## src/rtl/ipml_fifo_mc_pkg.sv

```systemverilog
// Shared sizing helpers for the multi-channel FIFO controller.
package ipml_fifo_mc_pkg;

    function automatic int unsigned clog2(input int unsigned v);
        int unsigned r;
        r = 0;
        while ((32'(1) << r) < v) r = r + 1;
        return r;
    endfunction

    // Channel-select width; a single channel still needs one select bit.
    function automatic int unsigned ch_width(input int unsigned ch_num);
        return (clog2(ch_num) < 1) ? 1 : clog2(ch_num);
    endfunction

    // Occupancy needs one bit beyond the pointer to represent a full channel.
    function automatic int unsigned lvl_width(input int unsigned depth_width);
        return depth_width + 1;
    endfunction

    function automatic int unsigned wl_lsb(input int unsigned ch, input int unsigned depth_width);
        return ch * lvl_width(depth_width);
    endfunction

endpackage

```

## src/rtl/ipml_fifo_mc_ctrl_if.sv

```systemverilog
// Request/accept/address handshake between a client and the multi-channel FIFO controller.
interface ipml_fifo_mc_ctrl_if
    import ipml_fifo_mc_pkg::*;
#(
    parameter int unsigned c_CH_NUM      = 4,
    parameter int unsigned c_DEPTH_WIDTH = 9
);
    localparam int unsigned CW = ch_width(c_CH_NUM);
    localparam int unsigned AW = CW + c_DEPTH_WIDTH;

    logic          w_en;
    logic [CW-1:0] w_ch;
    logic [AW-1:0] waddr;
    logic          wr_accept;
    logic          r_en;
    logic [CW-1:0] r_ch;
    logic [AW-1:0] raddr;
    logic          rd_accept;

    modport master (output w_en, w_ch, r_en, r_ch,
                    input  waddr, wr_accept, raddr, rd_accept);
    modport slave  (input  w_en, w_ch, r_en, r_ch,
                    output waddr, wr_accept, raddr, rd_accept);
endinterface

```

## src/rtl/ipml_fifo_mc_ch.sv

```systemverilog
// One channel's pointers, occupancy and flags; sticky errors exist only with FIFO_MC_ERR_EN.
module ipml_fifo_mc_ch
    import ipml_fifo_mc_pkg::*;
#(
    parameter int unsigned c_DEPTH_WIDTH      = 9,
    parameter int unsigned c_ALMOST_FULL_NUM  = 508,
    parameter int unsigned c_ALMOST_EMPTY_NUM = 4
) (
    input  logic                                clk,
    input  logic                                rst_n,
    input  logic                                wr_acc,
    input  logic                                rd_acc,
    input  logic                                flush,
    input  logic                                err_clr,
    input  logic                                ovf_set,
    input  logic                                udf_set,
    output logic [c_DEPTH_WIDTH-1:0]            wptr,
    output logic [c_DEPTH_WIDTH-1:0]            rptr,
    output logic [lvl_width(c_DEPTH_WIDTH)-1:0] level,
    output logic                                wfull,
    output logic                                almost_full,
    output logic                                rempty,
    output logic                                almost_empty,
    output logic                                overflow,
    output logic                                underflow
);
    localparam int unsigned DW = c_DEPTH_WIDTH;
    localparam int unsigned LW = lvl_width(c_DEPTH_WIDTH);
    localparam int unsigned D  = 32'(1) << DW;

    logic [LW-1:0] cnt_nxt_c;

    always_comb begin
        cnt_nxt_c = level;
        if (flush) cnt_nxt_c = '0;
        else       cnt_nxt_c = level + LW'(wr_acc) - LW'(rd_acc);
    end

    // Flags are registered from the next count so they track the access with no lag.
    always_ff @(posedge clk or negedge rst_n) begin
        if (!rst_n) begin
            wptr         <= '0;
            rptr         <= '0;
            level        <= '0;
            wfull        <= 1'b0;
            almost_full  <= 1'b0;
            rempty       <= 1'b1;
            almost_empty <= 1'b1;
        end else begin
            if (flush) begin
                wptr <= '0;
                rptr <= '0;
            end else begin
                if (wr_acc) wptr <= wptr + DW'(1);
                if (rd_acc) rptr <= rptr + DW'(1);
            end
            level        <= cnt_nxt_c;
            wfull        <= (cnt_nxt_c == LW'(D));
            rempty       <= (cnt_nxt_c == '0);
            almost_full  <= (cnt_nxt_c >= LW'(c_ALMOST_FULL_NUM));
            almost_empty <= (cnt_nxt_c <= LW'(c_ALMOST_EMPTY_NUM));
        end
    end

`ifdef FIFO_MC_ERR_EN
    always_ff @(posedge clk or negedge rst_n) begin
        if (!rst_n) begin
            overflow  <= 1'b0;
            underflow <= 1'b0;
        end else if (err_clr) begin
            overflow  <= 1'b0;
            underflow <= 1'b0;
        end else begin
            if (ovf_set) overflow  <= 1'b1;
            if (udf_set) underflow <= 1'b1;
        end
    end
`else
    logic unused_err;
    assign unused_err = &{1'b0, err_clr, ovf_set, udf_set};
    assign overflow   = 1'b0;
    assign underflow  = 1'b0;
`endif

endmodule

```

## src/rtl/ipml_fifo_mc_ctrl.sv

```systemverilog
// Multi-channel FIFO controller over one shared SDP RAM addressed {channel, pointer}.
// Optional sticky overflow/underflow flags are built when FIFO_MC_ERR_EN is defined.
module ipml_fifo_mc_ctrl
    import ipml_fifo_mc_pkg::*;
#(
    parameter int unsigned c_CH_NUM           = 4,
    parameter int unsigned c_DEPTH_WIDTH      = 9,
    parameter int unsigned c_ALMOST_FULL_NUM  = 508,
    parameter int unsigned c_ALMOST_EMPTY_NUM = 4
) (
    input  logic                                         clk,
    input  logic                                         rst_n,
    ipml_fifo_mc_ctrl_if.slave                           bus,
    input  logic [c_CH_NUM-1:0]                          ch_flush,
    output logic [c_CH_NUM-1:0]                          wfull,
    output logic [c_CH_NUM-1:0]                          almost_full,
    output logic [c_CH_NUM-1:0]                          rempty,
    output logic [c_CH_NUM-1:0]                          almost_empty,
    output logic [c_CH_NUM*lvl_width(c_DEPTH_WIDTH)-1:0] water_level,
    input  logic                                         err_clr,
    output logic [c_CH_NUM-1:0]                          overflow,
    output logic [c_CH_NUM-1:0]                          underflow
);
    localparam int unsigned CW  = ch_width(c_CH_NUM);
    localparam int unsigned DW  = c_DEPTH_WIDTH;
    localparam int unsigned LW  = lvl_width(c_DEPTH_WIDTH);
    localparam int unsigned NP2 = 32'(1) << CW;

    // Padded to the full select range so an out-of-range select never indexes past the array.
    logic [NP2-1:0] wfull_p;
    logic [NP2-1:0] rempty_p;
    logic [DW-1:0]  wptr_a [NP2];
    logic [DW-1:0]  rptr_a [NP2];
    logic           w_ch_ok_c;
    logic           r_ch_ok_c;

    assign wfull_p   = NP2'(wfull);
    assign rempty_p  = NP2'(rempty);
    assign w_ch_ok_c = (32'(bus.w_ch) < c_CH_NUM);
    assign r_ch_ok_c = (32'(bus.r_ch) < c_CH_NUM);

    assign bus.wr_accept = bus.w_en & w_ch_ok_c & ~wfull_p[bus.w_ch];
    assign bus.rd_accept = bus.r_en & r_ch_ok_c & ~rempty_p[bus.r_ch];
    assign bus.waddr     = {bus.w_ch, wptr_a[bus.w_ch]};
    assign bus.raddr     = {bus.r_ch, rptr_a[bus.r_ch]};

    for (genvar c = 0; c < NP2; c++) begin : g_ch
        if (c < c_CH_NUM) begin : g_act
            logic w_hit_c;
            logic r_hit_c;
            assign w_hit_c = (bus.w_ch == CW'(c));
            assign r_hit_c = (bus.r_ch == CW'(c));

            ipml_fifo_mc_ch #(
                .c_DEPTH_WIDTH      (c_DEPTH_WIDTH),
                .c_ALMOST_FULL_NUM  (c_ALMOST_FULL_NUM),
                .c_ALMOST_EMPTY_NUM (c_ALMOST_EMPTY_NUM)
            ) u_ch (
                .clk          (clk),
                .rst_n        (rst_n),
                .wr_acc       (bus.wr_accept & w_hit_c),
                .rd_acc       (bus.rd_accept & r_hit_c),
                .flush        (ch_flush[c]),
                .err_clr      (err_clr),
                .ovf_set      (bus.w_en & w_hit_c & wfull[c]),
                .udf_set      (bus.r_en & r_hit_c & rempty[c]),
                .wptr         (wptr_a[c]),
                .rptr         (rptr_a[c]),
                .level        (water_level[wl_lsb(c, DW) +: LW]),
                .wfull        (wfull[c]),
                .almost_full  (almost_full[c]),
                .rempty       (rempty[c]),
                .almost_empty (almost_empty[c]),
                .overflow     (overflow[c]),
                .underflow    (underflow[c])
            );
        end else begin : g_pad
            assign wptr_a[c] = '0;
            assign rptr_a[c] = '0;
        end
    end

endmodule

```

## src/flat_wrapper.sv

```systemverilog
// flat-port wrapper written by rule: the top's interface ports become plain ports
module ipml_fifo_mc_ctrl_flat import ipml_fifo_mc_pkg::*;
#(
    parameter int unsigned c_CH_NUM           = 4,
    parameter int unsigned c_DEPTH_WIDTH      = 9,
    parameter int unsigned c_ALMOST_FULL_NUM  = 508,
    parameter int unsigned c_ALMOST_EMPTY_NUM = 4
)
  (clk, rst_n, ch_flush, wfull, almost_full, rempty, almost_empty, water_level, err_clr, overflow, underflow, bus_w_en, bus_w_ch, bus_r_en, bus_r_ch, bus_waddr, bus_wr_accept, bus_raddr, bus_rd_accept);
  ipml_fifo_mc_ctrl_if #(.c_CH_NUM(c_CH_NUM), .c_DEPTH_WIDTH(c_DEPTH_WIDTH)) bus_i ();
  input  logic clk;
  input  logic rst_n;
  input  logic [c_CH_NUM-1:0] ch_flush;
  output logic [c_CH_NUM-1:0] wfull;
  output logic [c_CH_NUM-1:0] almost_full;
  output logic [c_CH_NUM-1:0] rempty;
  output logic [c_CH_NUM-1:0] almost_empty;
  output logic [c_CH_NUM*lvl_width(c_DEPTH_WIDTH)-1:0] water_level;
  input  logic err_clr;
  output logic [c_CH_NUM-1:0] overflow;
  output logic [c_CH_NUM-1:0] underflow;
  input wire logic [$bits(bus_i.w_en)-1:0] bus_w_en;
  input wire logic [$bits(bus_i.w_ch)-1:0] bus_w_ch;
  input wire logic [$bits(bus_i.r_en)-1:0] bus_r_en;
  input wire logic [$bits(bus_i.r_ch)-1:0] bus_r_ch;
  output wire logic [$bits(bus_i.waddr)-1:0] bus_waddr;
  output wire logic [$bits(bus_i.wr_accept)-1:0] bus_wr_accept;
  output wire logic [$bits(bus_i.raddr)-1:0] bus_raddr;
  output wire logic [$bits(bus_i.rd_accept)-1:0] bus_rd_accept;
  assign bus_i.w_en = bus_w_en;
  assign bus_i.w_ch = bus_w_ch;
  assign bus_i.r_en = bus_r_en;
  assign bus_i.r_ch = bus_r_ch;
  assign bus_waddr = bus_i.waddr;
  assign bus_wr_accept = bus_i.wr_accept;
  assign bus_raddr = bus_i.raddr;
  assign bus_rd_accept = bus_i.rd_accept;
  ipml_fifo_mc_ctrl #(.c_CH_NUM(c_CH_NUM), .c_DEPTH_WIDTH(c_DEPTH_WIDTH), .c_ALMOST_FULL_NUM(c_ALMOST_FULL_NUM), .c_ALMOST_EMPTY_NUM(c_ALMOST_EMPTY_NUM)) u_core (.clk(clk), .rst_n(rst_n), .bus(bus_i), .ch_flush(ch_flush), .wfull(wfull), .almost_full(almost_full), .rempty(rempty), .almost_empty(almost_empty), .water_level(water_level), .err_clr(err_clr), .overflow(overflow), .underflow(underflow));
endmodule
```

## config.mk

```make
export PLATFORM = sky130hd
export DESIGN_NAME = ipml_fifo_mc_ctrl_flat
export DESIGN_NICKNAME = d
export VERILOG_FILES = /design/src/rtl/ipml_fifo_mc_pkg.sv /design/src/rtl/ipml_fifo_mc_ctrl_if.sv /design/src/rtl/ipml_fifo_mc_ch.sv /design/src/rtl/ipml_fifo_mc_ctrl.sv /design/src/flat_wrapper.sv
export SDC_FILE = /design/constraint.sdc
export NUM_CORES = 1
export LEC_CHECK = 0
export CAP_MARGIN = 25
export CORE_AREA = 2 2 160 100
export CTS_CLUSTER_SIZE = 30
export DETAILED_ROUTE_END_ITERATION = 8
export DIE_AREA = 0 0 162 102
export GPL_TIMING_DRIVEN = 0
export PLACE_DENSITY = 0.77
export REMOVE_ABC_BUFFERS = 1
export SYNTH_ARGS = -nofsm -noshare
export SYNTH_HDL_FRONTEND = slang
export SYNTH_SLANG_ARGS = --single-unit
```

## constraint.sdc

```tcl
create_clock -name clk -period 5.55 [get_ports clk]
set_input_delay 1.11 -clock clk [delete_from_list [all_inputs] [get_ports clk]]
set_output_delay 1.11 -clock clk [all_outputs]
set_load 0.02 [all_outputs]
```

==> metrics.cfg <==
[yosys]
synth_top_family_by_area = simple AND/OR/NAND/NOR gates
yosysSeqAreaShare_pct = 39.7
synth_fa_ha_area_share_pct = 8.40
synth_compound_area_share_pct = 8.28
synthSimpleGateAreaFrac_pct = 21.2
ys_warn_count = 0
synth_xor_area_share_pct = 8.54
netlist_area_um2 = 8100
synthMuxAreaShare_pct = 6.98
avgSynthCellArea_um2 = 9.82
synth_edf_count = 0
yosys.area.top_type_share_pct = 37.1
synth_flop_cell = dfrtp_1
syn_inst = 825
ys_ff_latch = 128
async_reset_ff_share_pct = 100
synth_cell_type_count = 74
synth_area_leader_cell = dfrtp_1
ys_top_cells_by_area = dfrtp_1 37%, ha_1 7.4%, xor2_1 6.4%

[floorplan]
core_um2 = 15000
die_w_um = 162
die_y_um = 102
dieArea_um2 = 16500
ios = 101
initial_core_util_pct = 54.1
num_rows = 35

[outcome]
status = finished clean

[drt]
wirelength_mm = 19.2
num_vias = 6323
drtAntennaViolNets = 0
viasPerCell = 5.70
first_iter_violations = 508
drt_first_pass_iters = 5
drc = 0
wl_per_cell_um = 17.3

[power]
switchingPower_mw = 2.04
p_sw_share_pct = 41.5
powerDensity_nw_per_um2 = 511
p_comb_share_pct = 52.4
p_seq_share_pct = 25.0
p_clk_share_pct = 22.6
p_int_mw = 2.88
leakage_nw = 4.29
ir_drop_uv = 295

[timing]
whs_ns = 0.546
period_share_pct = 90.2
clock_skew_ns = 0.0145
setup_viol = 0
period_minus_slack_ns = 5.01
max_slew.worst_pin.slew_ns = 0.958
hold_violations = 0
grt_setup_unrepaired = false
worst_slack_ns = 0.544
maxSlewViolCount = 0
slew_headroom_pct = 35.3
fmax_mhz = 200

[cells_and_area]
fin_util_pct = 64.4
syn2layout_area_growth_pct = 19.0
fill_cells = 1219
drive_above_1_share_pct = 10.0
fin_nets = 959

[placement]
dpl.hpwl_mm = 13.5
dp_slack_ns = -0.0895
numPortBuffers = 91
place_congestion = 0.870

[clocking]
cts_resized = 0
cts.reportedPaths.clkPinSlew_ns = 0.06
clk_latency_ns = 0.41
cts.sinks = 128
cts_max_path_buffers = 2
cts_tree = built
numCtsBuffers = 17
post_cts_buffers = 0
root_buffer = clkbuf_16
htree_levels = 4
ctsHoldBuffers = 0

[critical_path]
rr_startpoint = u_core.g_ch[0].g_act.u_ch.rempty
criticalPathCategory = in2reg
endpoint_kind = flop
startpoint = bus_r_ch[0]
rrSetupSlack_ns = 1.92
setup.worst_path.start_class = primary input
critPathArrivalTime_ns = 5.30
critPathMaxFanout = 15
required_ns = 5.84

[global_routing]
grt_first_pass_wirelength_mm = 31.4
grt_pass1_vias = 6086
grt_usage_pct = 24.2
grt_max_degree = 88
overflow = 0
antenna_found_initial = 1

[hold_path]
hp-class = reg2reg
min_from = u_core.g_ch[1].g_act.u_ch.rptr[8]

[flow_run]
cap_violations = 0

[critical path, stage by stage]
cell	delay, ns
clkdlybuf4s50_1	1.05
nor4bb_1	0.43
buf_2	0.25
ha_1	0.15
inv_1	0.04
ha_1	0.23
fa_1	0.44
a21o_1	0.24
nor3b_1	0.15
a211oi_1	0.45
a31oi_1	0.14
or2_2	0.32
nor4_1	0.30
[layout make-up]
type / instances / area [um2] / share of cell area (%)
multi-input cells: 591 / 4350 / 45.2
repair buffers: 99 / 1020 / 10.6
clock buffers: 19 / 433 / 4.49
inverters: 57 / 214 / 2.22
clock inverters: 12 / 144 / 1.49
well taps: 203 / 254 / 2.64
diodes: 1 / 2.50 / 0.0260
flip-flops and latches: 128 / 3210 / 33.3
[metal layers]
layer | routed length (um) | track usage (%) | vias to the layer above
met5 | 0 | 0 | -
met4 | 172 | 6.40 | 0
met3 | 1230 | 5.44 | 16
met2 | 8150 | 35.2 | 214
met1 | 9630 | 36.6 | 3094
li1 | - | - | 2999
[power by group through the flow]
stage / sequential (mW) / clock [mW] / combinational [mW]
final: 1.23 / 1.11 / 2.58
after global routing: 1.25 / 1.17 / 2.84
after CTS: 1.23 / 1.13 / 2.56
after detailed placement: 1.24 / 0 / 2.53
after global placement: 1.25 / 0 / 2.47
after floorplan: 1.39 / 0 / 1.62
[flip-flops by register name, summed over array words and instances (netlist names)]
name,count
u_core.g_ch.g_act.u_ch.level,40
u_core.g_ch.g_act.u_ch.rptr,36
u_core.g_ch.g_act.u_ch.wptr,36
u_core.g_ch.g_act.u_ch.almost_empty,4
u_core.g_ch.g_act.u_ch.almost_full,4
u_core.g_ch.g_act.u_ch.rempty,4
u_core.g_ch.g_act.u_ch.wfull,4
[logic make-up (layout without fill, tap and decap cells)]
kind of cell	count (synthesis)	count (layout)
buf+inv	113	187
xor+xnor	79	79
other cells	1	9
flops	128	128
simple gates	323	323
compound gates	98	98
mux	31	31
fa+ha+maj	52	52
[path summary, 6_finish.rpt]
check                                                         endpoint  cells past startpoint
min in group asynchronous           u_core.g_ch[0].g_act.u_ch.level[4]                      1
worst max-delay path                   u_core.g_ch[1].g_act.u_ch.wfull                     13
worst max register to register  u_core.g_ch[0].g_act.u_ch.almost_empty                     11
worst min-delay path                 u_core.g_ch[1].g_act.u_ch.rptr[8]                      2
worst min register to register       u_core.g_ch[1].g_act.u_ch.rptr[8]                      2
max in group asynchronous       u_core.g_ch[0].g_act.u_ch.almost_empty                      2
[synth_stat cells (4+ instances only)]
cell type  count
a211oi_1       7
a21o_1         6
a21oi_1       27
a31o_2         4
and2_1         4
and3_1        14
buf_2          4
buf_4         28
clkbuf_1      18
dfrtp_1      120
dfstp_2        8
fa_1           4
ha_1          48
inv_1         57
mux2i_1       10
mux4_2        20
nand2_1       45
nand2b_1       7
nand3_1       23
nand4_1       22
nor2_1       116
nor2b_1       16
nor3_1        17
nor3b_1        9
nor4_1         5
nor4b_1        6
nor4bb_1       6
o21ai_0       15
o21bai_1       4
or2_2          5
or3_1          7
xnor2_1       20
xor2_1        59
[through the flow]
stage | TNS (ns) | cell area (um2) | std cells | power (mW)
after floorplan | 0 | 7780 | 776 | 3.00
after global placement | -227.49 | 8950 | 1070 | 3.72
after detailed placement | -0.0895 | 9050 | 1076 | 3.78
after CTS | 0 | 9630 | 1107 | 4.91
after global routing | 0 | 9640 | 1109 | 5.26
final | 0 | 9640 | 1110 | 4.92
[placed cells by master, fill, tap and decap left out, types with 7 or more instances in the layout]
master           count
nand3_1             23
ha_1                48
clkbuf_16           17
inv_1               57
o21ai_0             15
nor3_1              17
a21oi_1             27
mux4_2              20
nor3b_1              9
dfrtp_1            120
mux2i_1             10
nand2_1             45
and3_1              14
clkdlybuf4s50_1     89
xnor2_1             20
nor2_1             116
nor2b_1             16
a211oi_1             7
xor2_1              59
nand2b_1             7
or3_1                7
dfstp_2              8
conb_1               8
nand4_1             22
Power figures use the tool's default switching activity.
